===== src/rtl/usb_hid_pkg.sv =====
// Shared definitions for the USB HID keyboard OUT-report receive path.
package usb_hid_pkg;

    localparam int LED_NUM     = 0;
    localparam int LED_CAPS    = 1;
    localparam int LED_SCROLL  = 2;
    localparam int LED_COMPOSE = 3;
    localparam int LED_KANA    = 4;
    localparam int LED_W       = LED_KANA + 1;

    localparam int GAP_CYCLES_DEFAULT = 200;

    typedef enum logic [1:0] {
        IDLE    = 2'd0,
        RECV    = 2'd1,
        DONE    = 2'd2,
        DISCARD = 2'd3
    } rx_state_t;

endpackage


===== src/rtl/usb_idle_gap_timer.sv =====
// Idle-gap counter: counts enabled cycles since the last clear and flags when
// GAP_CYCLES-1 has been reached; saturates there until cleared.
module usb_idle_gap_timer #(
    parameter int GAP_CYCLES = 200,
    localparam int GAP_W     = $clog2(GAP_CYCLES + 1)
) (
    input  logic clk,
    input  logic rstn,
    input  logic clr_i,
    input  logic en_i,
    output logic expire_o
);

    logic [GAP_W-1:0] gap_q;
    logic [GAP_W-1:0] gap_d;

    assign expire_o = (gap_q == GAP_W'(GAP_CYCLES - 1));

    always_comb begin
        gap_d = gap_q;
        if (clr_i) begin
            gap_d = '0;
        end else if (en_i && !expire_o) begin
            gap_d = gap_q + GAP_W'(1);
        end
    end

    always_ff @(posedge clk or negedge rstn) begin
        if (!rstn) begin
            gap_q <= '0;
        end else begin
            gap_q <= gap_d;
        end
    end

endmodule


===== src/rtl/usb_hid_out_report_rx.sv =====
// HID OUT-endpoint receiver: delimits packets by idle gap, buffers them,
// reports each completed packet and latches the keyboard LED byte.
module usb_hid_out_report_rx
    import usb_hid_pkg::*;
#(
    parameter int MAX_LEN    = 8,
    parameter int GAP_CYCLES = GAP_CYCLES_DEFAULT,
    parameter int REPORT_LEN = 1,
    localparam int CNT_W     = $clog2(MAX_LEN + 1)
) (
    input  logic                   clk,
    input  logic                   rstn,
    input  logic                   usb_rstn,
    input  logic [7:0]             out_data,
    input  logic                   out_valid,
    output logic [8*MAX_LEN-1:0]   report_data,
    output logic [CNT_W-1:0]       report_len,
    output logic                   report_valid,
    output logic [LED_W-1:0]       led,
    output logic                   err_overflow,
    output logic                   err_len
);

    rx_state_t state_q, state_d;

    logic [MAX_LEN-1:0][7:0] pkt_q;
    logic [MAX_LEN-1:0][7:0] report_data_q;
    logic [CNT_W-1:0]        cnt_q;
    logic [CNT_W-1:0]        report_len_q;
    logic [LED_W-1:0]        led_q;
    logic                    report_valid_q;
    logic                    err_overflow_q;
    logic                    err_len_q;

    logic gap_expire;
    logic gap_clr;
    logic buf_full;
    logic start_pkt;
    logic close_pkt;

    assign buf_full  = (cnt_q == CNT_W'(MAX_LEN));
    assign start_pkt = out_valid && (state_q == IDLE || state_q == DONE);
    assign close_pkt = (state_q == RECV) && (state_d == DONE);

    // Gap counts only while a packet is open; any byte restarts it.
    assign gap_clr = !usb_rstn || out_valid || !(state_q == RECV || state_q == DISCARD);

    usb_idle_gap_timer #(
        .GAP_CYCLES (GAP_CYCLES)
    ) u_gap (
        .clk      (clk),
        .rstn     (rstn),
        .clr_i    (gap_clr),
        .en_i     (1'b1),
        .expire_o (gap_expire)
    );

    always_comb begin
        state_d = state_q;
        unique case (state_q)
            IDLE: begin
                if (out_valid) state_d = RECV;
            end
            RECV: begin
                if (out_valid) begin
                    if (buf_full) state_d = DISCARD;
                end else if (gap_expire) begin
                    state_d = DONE;
                end
            end
            DONE: begin
                state_d = out_valid ? RECV : IDLE;
            end
            DISCARD: begin
                if (!out_valid && gap_expire) state_d = IDLE;
            end
            default: state_d = IDLE;
        endcase
    end

    always_ff @(posedge clk or negedge rstn) begin
        if (!rstn) begin
            state_q <= IDLE;
        end else if (!usb_rstn) begin
            state_q <= IDLE;
        end else begin
            state_q <= state_d;
        end
    end

    always_ff @(posedge clk or negedge rstn) begin
        if (!rstn) begin
            pkt_q          <= '0;
            cnt_q          <= '0;
            report_data_q  <= '0;
            report_len_q   <= '0;
            led_q          <= '0;
            report_valid_q <= 1'b0;
            err_overflow_q <= 1'b0;
            err_len_q      <= 1'b0;
        end else if (!usb_rstn) begin
            pkt_q          <= '0;
            cnt_q          <= '0;
            report_data_q  <= '0;
            report_len_q   <= '0;
            led_q          <= '0;
            report_valid_q <= 1'b0;
            err_overflow_q <= 1'b0;
            err_len_q      <= 1'b0;
        end else begin
            report_valid_q <= 1'b0;
            err_overflow_q <= 1'b0;
            err_len_q      <= 1'b0;

            if (start_pkt) begin
                pkt_q    <= '0;
                pkt_q[0] <= out_data;
                cnt_q    <= CNT_W'(1);
            end else if (state_q == RECV && out_valid) begin
                if (buf_full) begin
                    err_overflow_q <= 1'b1;
                end else begin
                    for (int i = 0; i < MAX_LEN; i++) begin
                        if (cnt_q == CNT_W'(i)) pkt_q[i] <= out_data;
                    end
                    cnt_q <= cnt_q + CNT_W'(1);
                end
            end

            if (close_pkt) begin
                report_valid_q <= 1'b1;
                err_len_q      <= (cnt_q != CNT_W'(REPORT_LEN));
                report_len_q   <= cnt_q;
                report_data_q  <= pkt_q;
            end

            // LED latch happens on the DONE edge; pkt_q still holds the closed packet here.
            if (state_q == DONE && cnt_q == CNT_W'(REPORT_LEN)) begin
                led_q <= pkt_q[0][LED_KANA:LED_NUM];
            end
        end
    end

    assign report_data  = report_data_q;
    assign report_len   = report_len_q;
    assign report_valid = report_valid_q;
    assign led          = led_q;
    assign err_overflow = err_overflow_q;
    assign err_len      = err_len_q;

endmodule


===== config.mk =====
export PLATFORM = sky130hd
export DESIGN_NAME = usb_hid_out_report_rx
export DESIGN_NICKNAME = d
export VERILOG_FILES = /design/src/rtl/usb_hid_pkg.sv /design/src/rtl/usb_idle_gap_timer.sv /design/src/rtl/usb_hid_out_report_rx.sv
export SDC_FILE = /design/constraint.sdc
export NUM_CORES = 1
export LEC_CHECK = 0
export BUFFER_PORTS_ARGS = -buffer_cell sky130_fd_sc_hd__buf_2
export CORE_MARGIN = 4
export CORE_UTILIZATION = 48
export DETAILED_ROUTE_END_ITERATION = 12
export PLACE_DENSITY = 0.69
export SYNTH_ARGS = -nofsm -noshare
export SYNTH_HDL_FRONTEND = slang
export SYNTH_SLANG_ARGS = --single-unit

===== constraint.sdc =====
create_clock -name clk -period 2.3 [get_ports clk]
set_input_delay 0.46 -clock clk [delete_from_list [all_inputs] [get_ports clk]]
set_output_delay 0.46 -clock clk [all_outputs]
set_load 0.05 [all_outputs]

---- After elaboration in Yosys (flattened, before gate mapping) ----
Index checks and enable logic that the tools add are counted.
Widths: inputs -> output; s select.
word-level totals
  logic and storage cells ................. 116
  input port bits ......................... 12
  output and inout bits ................... 76
  flip-flop bits (word level) ............. 154
operators by class
  $add $sub $neg .......................... 2
  reduce and logical (&&, ||, !) cells .... 23
  equal/unequal tests ..................... 27
  muxes and demuxes ....................... 40
operator list
  cell                 number
  $mux 64              6
  $mux 8               10
  $ne 3x1->1 const B   9
  $mux 4               6
  $reduce_and 3->1     8
  $eq 4x3->1 const B   4
  $mux 2               6
  $mux 5               2
  $mux 1               9
  $add 8x1->8 const B  1
  $eq 4x2->1 const B   2
  $eq 8x8->1 const B   1
  $pmux 2 s4           1
  $eq 2x2->1 const B   3
  $ne 2x1->1 const B   3
  $logic_and 1x1->1    5
  $add 4x1->4 const B  1
  $eq 4x1->1 const B   1
  $eq 4x4->1 const B   1
  $logic_not 4->1      1
  $logic_or 1x1->1     4
  $ne 4x1->1 const B   1
  $logic_not 1->1      3
  $ne 3x2->1 const B   1
  other kinds (3)      3

---- Longest topological paths before layout ----
  word-level depth ........................ 8
  depth in mapped cells ................... 7
  depth with buffers taken out ............ 5

---- Hierarchy ----
From an unflattened synthesis, not the netlist that was laid out.
unflattened totals
  cells, all modules ...................... 517
  area total of the unflattened synthesis .. 6453.7 sq um
modules (own cells, without submodules)
  module                 area each (sq um)  cells each  sequential area each (sq um)  times used
  usb_hid_out_report_rx  6012.0             471         3653.5                        1
  usb_idle_gap_timer     441.7              46          200.2                         1

---- Worst setup path after synthesis ----
Ideal clock, no wire load.
  path kind ............................... register -> register
  start ................................... register u_gap.gap_q[0]
  end ..................................... register report_data_q, in the netlist report_data[32]
  slack ................................... 0.454 ns
  stages on the path, launching flop included .. 8
  required time ........................... 2.179 ns
  buffers on the path ..................... 3
  period minus slack after synthesis ...... 1.846 ns
  library setup time ...................... 0.121 ns
  arrival ................................. 1.725 ns
  path through ............................ dfrtp_1 > ha_1 > and4b_1 > clkbuf_1 > a41oi_2 > buf_2 > buf_2 > a22o_1
on the way
  word-level cells in the longest chain between the ends .. 7
  elaborated cells on any way between the ends .. 9
  classes of those cells .................. eq/ne (3); mux (4); reduce/logical (2)
ends and longest elaborated chain
  element                                      RTL line                                                  text
  from (decl)                                  usb_idle_gap_timer.sv:14                                  logic [GAP_W-1:0] gap_q;
  from (signal assigned)                       usb_idle_gap_timer.sv:32                                  gap_q <= gap_d;
  $eq 8x8->1 *                                 usb_idle_gap_timer.sv:17                                  assign expire_o = (gap_q == GAP_W'(GAP_CYCLES - 1));
  $mux 2 or $logic_and 1x1->1 (tied branches)  usb_hid_out_report_rx.sv:67, usb_hid_out_report_rx.sv:75
  $mux 2 (on tied branches)                    usb_hid_out_report_rx.sv:65, usb_hid_out_report_rx.sv:75
  $pmux 2 s4 *                                 usb_hid_out_report_rx.sv:60                               unique case (state_q)
  $eq 2x2->1 *                                 usb_hid_out_report_rx.sv:43                               assign close_pkt = (state_q == RECV) && (state_d == DONE);
  $logic_and 1x1->1 *                          usb_hid_out_report_rx.sv:43
  $ne 2x1->1 (no line) *                       n/a
  to (signal assigned)                         usb_hid_out_report_rx.sv:134                              report_data_q <= pkt_q;
  to (decl)                                    usb_hid_out_report_rx.sv:27                               logic [MAX_LEN-1:0][7:0] report_data_q;
Mark *: on every way between the ends. The rest lies on a longest branch, timed or not.
A chain may end at the register's enable or synchronous reset.

---- Worst setup path in the final report ----
  start ................................... register u_gap.gap_q[0]
  end ..................................... register report_data_q, in the netlist report_data[25]
Same word-level chain as after synthesis.

==> impl.org <==
** Clocking
- Number of buffers created by CTS :: 17
- Clock latency on the worst-skew pair, taken at its later pin, is 0.43 ns.
- H-Tree Level Count :: 4
- Clock input transition at the sequential cells of the worst setup and hold paths :: 0.06 ns
- In this run the clock root is driven by a clkbuf_16.
- Clock tree synthesis found a total of 154 sinks.
- Longest Clk Path Bufs :: 2
- TritonCTS built the clock tree.
- The number of gates resized after CTS was 0.

** Cells and area
- Cell area after layout :: 7601 um2
- In the final layout, the share of cells above drive strength 1 is 24.24%.
- The layout has 1,049 filler cells.
- Antenna cell count :: 0
- Synthesis-to-finish area growth :: 19.66%
- Post-layout net count :: 627
- Once layout is complete, the utilization of the core stands at between 50% and 60%.

** Synthesis
- Post-synth EDFFs :: 0
- A synthesized cell averages 12.19 um2.
- Part of the Yosys area used for sequential elements :: 60.67%
- In this run, distinct cell masters in the synthesized netlist total 41.
- Post-Synthesis Net Count :: between 500 and 600
- Among all flip-flop cells after synthesis, the most frequent one is dfrtp_1.
- Of all flip-flops after synthesis, the portion carrying an async set or reset was between 90% and 100%.
- Synthesized cell area :: 6352 um2
- The cell count after synthesis came out at 521.
- Count of synthesis-stage warnings from yosys :: 0
- Number of synthesized register bits :: 154

** Worst setup path
- On the critical path, the stage with the largest delay is an instance of buf_4.
- Worst Setup Path Type :: flip-flop to flip-flop
- The largest single stage delay on the critical path is around 0.42 ns.
- Top fanout value on the critical path :: 40
- STA classifies the critical path startpoint as a flip-flop.
- CP arrival :: 2.36 ns
- On the critical path the largest part of the delay comes from simple AND/OR/NAND/NOR gates.
- Type of destination of the critical path :: flip-flop
- At the worst endpoint, the required time is 2.66 ns.
- The number of buffers and inverters on the critical path is 1.
- Walking the worst path, the cells encountered are ha_1 -> nand4b_1 -> nor4b_4 -> buf_4 -> a22o_1.

** Drt
- Total vias in the final route :: roughly 4,600
- For this run, the detailed router's first-pass iteration total came to 5.
- Drt first-iter violations :: between 300 and 400
- Routed Wire Length :: 15.34 mm
- Final antenna-violating net count :: 0
- In the routed layout, each cell is associated on average with a via count of between 5 and 6.
- Dividing the detail-routed wire length by the instance count gives approximately 19 um.
- Drc violations :: 0

** Global route
- Global routing finished with a remaining overflow of 0.
- The initial antenna violation count was 0.
- The via count of the first global-routing pass is around 4,600.
- Global routing usage summed across all routing layers :: 21.43%
- The first global-routing pass estimated approximately 25 mm of wire.
- Largest net degree at the start of global routing :: 52

** STA
- Number of pins with negative max-slew slack in the final report :: 0
- For the finished layout, the period the worst path requires is 2.001 ns.
- Slew at the pin closest to its max-slew limit :: 0.8893 ns
- Unrepaired setup endpoints after global routing :: no
- The worst pin sits at a relative slew slack of about two fifths.
- Setup violations remaining at the end of the flow were counted as 0.
- Final Hold Violating Endpoints :: 0
- Summed over all failing endpoints, the final setup total negative slack is 0 ns.
- Worst Skew :: 0.006056 ns
- Based on the critical path, the design can be clocked at up to 0.4998 GHz.
- The worst path uses 86.99% of the clock period.

** Die
- Die X-Extent :: 123.0 um
- Die footprint :: between 15,000 and 20,000 um2
- The total area inside the core boundary comes to roughly 13,000 um2.
- The floorplan has 41 rows.
- Initial core utilization :: 49.73%
- Y dimension of the die :: 123.0 um
- I/O pin cnt :: just under 90

** Power
- VDD sags by at most 0.4229 mV.
- Power density normalized to cell area :: between 700 and 800 nW/um2
- Total power for the finished layout comes to approximately 5.7 mW.
- Leakage power figure :: 3.994 nW

** Min path
- Min-delay worst type :: input pin to flip-flop

** Placement
- The placed instances occupy a cell area of 7022 um2.
- Final HPWL DP :: ~11 mm
- Buffers placed on the I/O ports in this run total between 80 and 90.
- Final GP Congestion :: 0.8284

** Run
- Count of maximum capacitance violations :: 0

** Status
- Outcome :: finished, final reports clean
-- timing repair --
action                     4_1_cts  5_1_grt
hold endpoints to repair        46        0
setup endpoints to repair        0        0
hold buffers                     1        0
setup buffers                    0        0
-- through the flow --
stage / cells / hold slack (ns) / setup slack (ns)
finish: 795 / 0.3157 / 0.2992
floorplan: 521 / 0.1644 / 0.4542
global route: 795 / 0.3094 / 0.1522
CTS: 795 / 0.3012 / 0.2986
global placement: 762 / 0.4318 / 0.3719
detailed placement: 762 / 0.4367 / 0.3083
-- cell families (layout without fill, tap and decap cells) --
logic type | after synthesis | count (layout) | synth area share (%)
simple gates | 129 | 129 | 11.54
compound gates | 118 | 118 | 13.87
buf+inv | 56 | 158 | 3.683
xor+xnor | 2 | 2 | 0.2758
mux | 57 | 57 | 8.982
flops | 154 | 154 | 60.67
fa+ha+maj | 5 | 5 | 0.9848
-- layout make-up --
cell class | count | area (um2) | area share (%)
Sequential cell | 154 | 3854 | 50.70
Multi-Input combinational cell | 311 | 2278 | 29.98
Timing Repair Buffer | 112 | 631.9 | 8.313
Clock buffer | 19 | 442.9 | 5.827
Tap cell | 172 | 215.2 | 2.831
Clock inverter | 13 | 126.4 | 1.663
Inverter | 14 | 52.55 | 0.6914
-- worst reg2reg max path, stage by stage (launching register included) --
cell	delay, ns
dfrtp_1	0.38
ha_1	0.27
nand4b_1	0.29
nor4b_4	0.37
buf_4	0.42
a22o_1	0.21
-- final timing paths --
| check | from | to | slack (ns) | depth (start not counted) |
|---|---|---|---|---|
| max | u_gap.gap_q[0]$_DFFE_PN0P_ | report_data[25]$_DFFE_PN0P_ | 0.30 | 5 |
| min | out_data[4] | pkt_q[12]$_DFFE_PN0P_ | 0.32 | 3 |
| max reg2reg | u_gap.gap_q[0]$_DFFE_PN0P_ | report_data[25]$_DFFE_PN0P_ | 0.30 | 5 |
| min reg2reg | pkt_q[61]$_DFFE_PN0P_ | report_data[61]$_DFFE_PN0P_ | 0.49 | 1 |
| max in group asynchronous | rstn | pkt_q[6]$_DFFE_PN0P_ | 1.04 | 3 |
| min in group asynchronous | rstn | cnt_q[1]$_DFFE_PN0P_ | 0.55 | 2 |
-- power breakdown --
group / switching [mW] / total (mW) / internal (mW)
combinational: 0.204 / 0.270 / 0.0656
clock: 1.08 / 2.70 / 1.61
sequential: 0.0239 / 2.75 / 2.73
total: 1.31 / 5.72 / 4.41
-- layout by cell type (no fill, tap or decap), types with 2 or more instances in the layout --
master,count
clkinv_2,7
nor2_1,3
dfrtp_1,154
buf_4,24
nand4b_1,2
a31oi_1,2
mux2i_1,57
nand4_1,2
nand2_1,13
ha_1,5
or3_1,3
clkinvlp_4,3
and3b_1,2
o21ai_0,21
inv_1,13
clkbuf_16,17
a21oi_1,22
nor3_1,4
buf_2,86
a22o_1,68
xor2_1,2
bufinv_16,2
nand3b_1,5
nand3_1,80
-- flip-flops by register name, summed over array words and instances (netlist names) --
name / flops
cnt_q: 4
err_len: 1
err_overflow: 1
led: 5
pkt_q: 64
report_data: 64
report_len: 4
report_valid: 1
state_q: 2
u_gap.gap_q: 8
-- per-layer routing --
layer	global-route usage (%)	wire length, um	vias to the layer above	part of all wire (%)
met5	0	0	-	0
met4	6.782	227	0	1.5
met3	5.901	867	26	5.7
met2	33.38	7208	149	47
met1	29.45	7039	2314	46
li1	-	-	2097	-
-- cell usage after synthesis (2+ instances only) --
| cell | count | area share, % |
|---|---|---|
| ha_1 | 5 | 0.98 |
| nand4_1 | 2 | 0.20 |
| clkbuf_1 | 29 | 1.7 |
| and3b_1 | 2 | 0.28 |
| a22o_1 | 68 | 9.4 |
| buf_2 | 10 | 0.79 |
| or3_1 | 3 | 0.30 |
| nand2_1 | 13 | 0.77 |
| a21oi_1 | 22 | 1.7 |
| nand3b_1 | 5 | 0.59 |
| nand4b_1 | 2 | 0.28 |
| buf_4 | 3 | 0.35 |
| mux2i_1 | 57 | 9.0 |
| nand3_1 | 80 | 6.3 |
| dfrtp_1 | 154 | 61 |
| a31oi_1 | 2 | 0.20 |
| inv_1 | 13 | 0.77 |
| xor2_1 | 2 | 0.28 |
| nand2b_1 | 2 | 0.20 |
| o21ai_0 | 21 | 1.7 |
| nor2_1 | 3 | 0.18 |
| nor3_1 | 4 | 0.32 |
Note: power is estimated with default switching activity, not from simulation.
